==> src/rtl/iir_pkg.sv <==
// iir_pkg: shared IIR datapath constants and the FIFO pointer-width helper
package iir_pkg;
    localparam int NB    = 9;
    localparam int DEPTH = 8;
    function automatic int ptr_w(input int depth);
        return $clog2(depth);
    endfunction
endpackage

==> src/rtl/iir_out_fifo_if.sv <==
// iir_out_fifo_if: sample-in / show-ahead-out bundle; slave = FIFO, master = filter+sink side
interface iir_out_fifo_if #(
    parameter int NB    = iir_pkg::NB,
    parameter int DEPTH = iir_pkg::DEPTH
);
    localparam int CW = iir_pkg::ptr_w(DEPTH) + 1;
    logic [NB-1:0] din;
    logic          vin;
    logic          rd_en;
    logic          clr_ovf;
    logic [NB-1:0] dout;
    logic          vout;
    logic          full;
    logic [CW-1:0] count;
    logic          ovf;
    modport slave  (input  din, vin, rd_en, clr_ovf, output dout, vout, full, count, ovf);
    modport master (output din, vin, rd_en, clr_ovf, input  dout, vout, full, count, ovf);
endinterface

==> src/rtl/fifo_regfile.sv <==
// fifo_regfile: DEPTH x NB storage, one sync write port, one async read port, cleared on reset
module fifo_regfile #(
    parameter int NB    = iir_pkg::NB,
    parameter int DEPTH = iir_pkg::DEPTH,
    parameter int PW    = iir_pkg::ptr_w(DEPTH)
) (
    input  logic          clk,
    input  logic          rst_n,
    input  logic          we,
    input  logic [PW-1:0] waddr,
    input  logic [NB-1:0] wdata,
    input  logic [PW-1:0] raddr,
    output logic [NB-1:0] rdata
);
    logic [NB-1:0] mem [DEPTH];
    always_ff @(posedge clk or negedge rst_n)
        if (!rst_n)
            for (int i = 0; i < DEPTH; i++) mem[i] <= '0;
        else if (we)
            mem[waddr] <= wdata;
    assign rdata = mem[raddr];
endmodule

==> src/rtl/iir_out_fifo.sv <==
// iir_out_fifo: circular output buffer after the IIR filter; show-ahead read, sticky ovf on dropped samples
module iir_out_fifo #(
    parameter int NB    = iir_pkg::NB,
    parameter int DEPTH = iir_pkg::DEPTH
) (
    input  logic          clk,
    input  logic          rst_n,
    iir_out_fifo_if.slave bus
);
    localparam int PW = iir_pkg::ptr_w(DEPTH);
    localparam int CW = PW + 1;
    logic [PW-1:0] wr_ptr, rd_ptr;
    logic [CW-1:0] cnt;
    logic          ovf_q, vout, full, pop, push, drop;
    assign vout = cnt != '0;
    assign full = cnt == CW'(DEPTH);
    assign pop  = vout & bus.rd_en;
    // a full FIFO still accepts a sample when the head leaves in the same cycle
    assign push = bus.vin & (~full | pop);
    assign drop = bus.vin & full & ~pop;
    fifo_regfile #(.NB(NB), .DEPTH(DEPTH), .PW(PW)) u_rf (
        .clk   (clk),
        .rst_n (rst_n),
        .we    (push),
        .waddr (wr_ptr),
        .wdata (bus.din),
        .raddr (rd_ptr),
        .rdata (bus.dout)
    );
    always_ff @(posedge clk or negedge rst_n)
        if (!rst_n) begin
            wr_ptr <= '0;
            rd_ptr <= '0;
            cnt    <= '0;
            ovf_q  <= 1'b0;
        end else begin
            wr_ptr <= wr_ptr + PW'(push);
            rd_ptr <= rd_ptr + PW'(pop);
            cnt    <= cnt + CW'(push) - CW'(pop);
            // a drop wins over a clear in the same cycle
            ovf_q  <= drop | (ovf_q & ~bus.clr_ovf);
        end
    assign bus.vout  = vout;
    assign bus.full  = full;
    assign bus.count = cnt;
    assign bus.ovf   = ovf_q;
endmodule

==> src/flat_wrapper.sv <==
// flat-port wrapper written by rule: the top's interface ports become plain ports
module iir_out_fifo_flat 
#(
    parameter int NB    = iir_pkg::NB,
    parameter int DEPTH = iir_pkg::DEPTH
)
  (clk, rst_n, bus_din, bus_vin, bus_rd_en, bus_clr_ovf, bus_dout, bus_vout, bus_full, bus_count, bus_ovf);
  iir_out_fifo_if #(.NB(NB), .DEPTH(DEPTH)) bus_i ();
  input  logic clk;
  input  logic rst_n;
  input wire logic [$bits(bus_i.din)-1:0] bus_din;
  input wire logic [$bits(bus_i.vin)-1:0] bus_vin;
  input wire logic [$bits(bus_i.rd_en)-1:0] bus_rd_en;
  input wire logic [$bits(bus_i.clr_ovf)-1:0] bus_clr_ovf;
  output wire logic [$bits(bus_i.dout)-1:0] bus_dout;
  output wire logic [$bits(bus_i.vout)-1:0] bus_vout;
  output wire logic [$bits(bus_i.full)-1:0] bus_full;
  output wire logic [$bits(bus_i.count)-1:0] bus_count;
  output wire logic [$bits(bus_i.ovf)-1:0] bus_ovf;
  assign bus_i.din = bus_din;
  assign bus_i.vin = bus_vin;
  assign bus_i.rd_en = bus_rd_en;
  assign bus_i.clr_ovf = bus_clr_ovf;
  assign bus_dout = bus_i.dout;
  assign bus_vout = bus_i.vout;
  assign bus_full = bus_i.full;
  assign bus_count = bus_i.count;
  assign bus_ovf = bus_i.ovf;
  iir_out_fifo #(.NB(NB), .DEPTH(DEPTH)) u_core (.clk(clk), .rst_n(rst_n), .bus(bus_i));
endmodule
==> config.mk <==
export PLATFORM = sky130hd
export DESIGN_NAME = iir_out_fifo_flat
export DESIGN_NICKNAME = d
export VERILOG_FILES = /design/src/rtl/iir_pkg.sv /design/src/rtl/iir_out_fifo_if.sv /design/src/rtl/fifo_regfile.sv /design/src/rtl/iir_out_fifo.sv /design/src/flat_wrapper.sv
export SDC_FILE = /design/constraint.sdc
export NUM_CORES = 1
export LEC_CHECK = 0
export BUFFER_PORTS_ARGS = -buffer_cell sky130_fd_sc_hd__buf_2
export CORE_UTILIZATION = 45
export DETAILED_ROUTE_END_ITERATION = 8
export GPL_ROUTABILITY_DRIVEN = 0
export MAX_ROUTING_LAYER = met4
export SYNTH_ARGS = -nofsm -noshare
export SYNTH_HDL_FRONTEND = slang
export SYNTH_SLANG_ARGS = --single-unit
export TNS_END_PERCENT = 30
==> constraint.sdc <==
create_clock -name clk -period 2.9 [get_ports clk]
set_input_delay 0.145 -clock clk [delete_from_list [all_inputs] [get_ports clk]]
set_output_delay 0.145 -clock clk [all_outputs]
set_load 0.005 [all_outputs]
==> flow_metrics.env <==
export IMPL_stdcell_area_um2=4420
export IMPL_violations="hold timing"
export IMPL_portBuffers=29
export IMPL_cts_clk_slew_worst_paths_ps=80
export IMPL_cp_buffers_inverters=3
export IMPL_final_antenna_net_count=0
export IMPL_antenna_cells=0
export IMPL_setup_tns_final_ps=0
export IMPL_dp_slack_ps=492
export IMPL_ir_worst_vdd_mv=0.593
export IMPL_period_minus_slack_ps=2410
export IMPL_timing_final_hold_violations=30
export IMPL_rsz0062_at_grt="false"
export IMPL_start_util_pct=47.2
export IMPL_totalWireLength_mm=7.47
export IMPL_ys_ff_latch=83
export IMPL_grt_use_total_pct=19.3
export IMPL_slew_headroom_pct=30.2
export IMPL_vias_per_cell=5.51
export IMPL_io_pins=30
export IMPL_drt_iter0_drc=53
export IMPL_yosysWarnings=0
export IMPL_die_h_um=95.3
export IMPL_antenna_found_initial=0
export IMPL_drv_cap=0
export IMPL_setup_viol=0
export IMPL_rows=33
export IMPL_synth_edf_count=0
export IMPL_syn_area_per_cell_um2=16.2
export IMPL_cts_tree="built"
export IMPL_fp_dieArea_um2=9080
export IMPL_status="finished with violations"
export IMPL_worst_skew_pair_late_latency_ps=350
export IMPL_cts_sinks=83
export IMPL_area_delta_synth_final_pct=12.9
export IMPL_end_kind="flip-flop"
export IMPL_clockPowerShare_pct=18.0
export IMPL_synthTopCellsByArea="dfrtp_1 (53%), mux2_2 (23%), mux4_2 (10%), ha_1 (2.6%), o2111ai_4 (1.3%)"
export IMPL_num_vias=2136
export IMPL_max_freq_ghz=0.415
export IMPL_grt_pass1_wl_mm=12.0
export IMPL_fillers=697
export IMPL_syn_inst=242
export IMPL_power_density_nw_per_um2=1160
export IMPL_yosysSeqAreaShare_pct=53.0
export IMPL_core_area_um2=8300
export IMPL_switching_power_mw=1.57
export IMPL_crit_arrival_ps=2650
export IMPL_synth_cell_types=35
export IMPL_postCtsSetupBuffers=0
export IMPL_placed_area_um2=4200
export IMPL_yosys_top_cells_count="dfrtp_1 (83), mux2_2 (81), mux4_2 (18)"
export IMPL_dieWidth_um=95.3
export IMPL_fin_hold_ws_ps=-31.3
export IMPL_max_stage_delay_ps=420
export IMPL_cp_start_kind="flip-flop"
export IMPL_worstPathMaxFanout=7
export IMPL_syn_nets=265
export IMPL_ctsResizeCount=0
export IMPL_cts_root_buf="clkbuf_8"
export IMPL_drtPass1Iterations=4
export IMPL_synth_most_common_cell="dfrtp_1"
export IMPL_final_max_slew_viol_count=0
export IMPL_pwr_share_comb_pct=40.4
export IMPL_crit_type="flip-flop to flip-flop"
export IMPL_drc=0
export IMPL_grt_pass1_vias=2122
export IMPL_numCtsBuffers=9
export IMPL_hold_buffers=0
export IMPL_synth_flop_cell="dfrtp_1"
export IMPL_crit_family="adder cells"
export IMPL_finalPower_mw=5.13
export IMPL_seqPwrFrac_pct=41.7
export IMPL_synth_top_cell_area_share_pct=53.0
export IMPL_p_int_mw=3.56
export IMPL_place_hpwl_mm=4.72
export IMPL_grt_start_max_net_pins=84
export IMPL_slowest_stage="or3b_1"
export IMPL_final_layout_size_suffix_gt1_share_pct=56.5
export IMPL_nets=301
export IMPL_routedWlPerCell_um=19.2
export IMPL_fin_skew_ps=8.11
export IMPL_fin_crit_sh_pct=83.1
export IMPL_leakage_nw=1.91
export IMPL_syn_cell_area_um2=3920
export IMPL_crit_chain="inv_1, ha_1, or3b_1, inv_2, a21boi_0, ha_1, inv_1, fa_1, xnor2_1"
export IMPL_overflow=0
export IMPL_async_reset_ff_share_pct=100
export IMPL_synth_largest_area_cell="dfrtp_1"
export IMPL_tightest_slew_ps=1050
export IMPL_htreeDepth=3
export IMPL_clock_path_buffers=2
export IMPL_crit_required_ps=3150
export IMPL_hold_class="input pin to async pin"
export IMPL_final_util_pct=53.3
export IMPL_setup_ws_ps=491
export IMPL_sw_frac_of_total_pct=30.6
==> worst register-to-register path, cell delays in order, from the launching register on <==
cell	delay (ps)
dfrtp_1	340
inv_1	70
ha_1	180
or3b_1	420
inv_2	170
a21boi_0	320
ha_1	240
inv_1	60
fa_1	370
xnor2_1	130
==> routing by layer <==
layer / part of all wire (%) / up-vias / routed length [um] / GRT usage [%]
li1: - / 981 / - / -
met3: 2.8 / 9 / 209 / 3.91
met4: 0.84 / 0 / 63 / 5.68
met5: 0 / - / 0 / -
met1: 48 / 1119 / 3570 / 27.3
met2: 49 / 27 / 3630 / 28.0
==> power by group through the flow <==
stage,registers [mW],clock network [mW],logic [mW]
global placement,2.14,0,2.07
CTS,2.14,0.942,2.12
global route,2.23,0.998,2.27
floorplan,1.98,0,1.69
finish,2.14,0.921,2.07
detailed placement,2.17,0,2.11
==> path summary, 6_finish.rpt <==
path,startpoint,endpoint,slack [ps],depth (start not counted)
setup reg to reg,u_core.bus.count[2]$_DFF_PN0_,u_core.bus.count[2]$_DFF_PN0_,490,9
hold reg to reg,u_core.u_rf.mem[52]$_DFFE_PN0P_,u_core.u_rf.mem[52]$_DFFE_PN0P_,500,1
setup / recovery,u_core.bus.count[2]$_DFF_PN0_,u_core.bus.count[2]$_DFF_PN0_,490,9
hold / removal,rst_n,u_core.u_rf.mem[59]$_DFFE_PN0P_,-30,1
min in group clk,bus_clr_ovf,u_core.bus.ovf$_DFF_PN0_,80,3
max in group asynchronous,rst_n,u_core.u_rf.mem[7]$_DFFE_PN0P_,2260,1
==> area by class of cell <==
type	count	area (um2)	share of cell area, %
flip-flops and latches	83	2080	47.0
multi-input cells	141	1760	39.8
repair buffers	35	205	4.64
clock buffers	12	145	3.28
well taps	105	131	2.97
clock inverters	4	73.8	1.67
inverters	8	30.0	0.679
==> registers in the layout, summed over array words and instances, names as in the netlist <==
register,cells
u_core.u_rf.mem,72
u_core.bus.count,4
u_core.rd_ptr,3
u_core.wr_ptr,3
u_core.bus.ovf,1
==> placed cells by master, fill, tap and decap left out, types with 2 or more instances in the layout <==
| cell | count |
|---|---|
| dfrtp_1 | 83 |
| mux2_2 | 81 |
| buf_2 | 28 |
| mux4_2 | 18 |
| clkbuf_8 | 10 |
| ha_1 | 8 |
| inv_1 | 7 |
| buf_4 | 6 |
| xor2_1 | 3 |
| a21oi_2 | 3 |
| nor2_1 | 2 |
| xnor2_1 | 2 |
| nand4b_1 | 2 |
| o2111ai_4 | 2 |
| o21ai_4 | 2 |
| bufinv_16 | 2 |
| clkbuf_1 | 2 |
==> logic make-up after synthesis <==
family          share of synthesized area (%)
xor+xnor                                 1.12
simple gates                             2.68
compound gates                           4.12
mux                                      33.9
buf+inv                                  2.08
fa+ha+maj                                3.07
flops                                    53.0
==> per-stage QoR <==
stage | std cells | hold WS, ps
after global routing | 388 | 53.3
after CTS | 388 | 12.5
after floorplan | 242 | -151
after detailed placement | 372 | 400
final | 388 | -31.3
after global placement | 372 | 408
No activity file was read; power rests on OpenSTA's default activity.
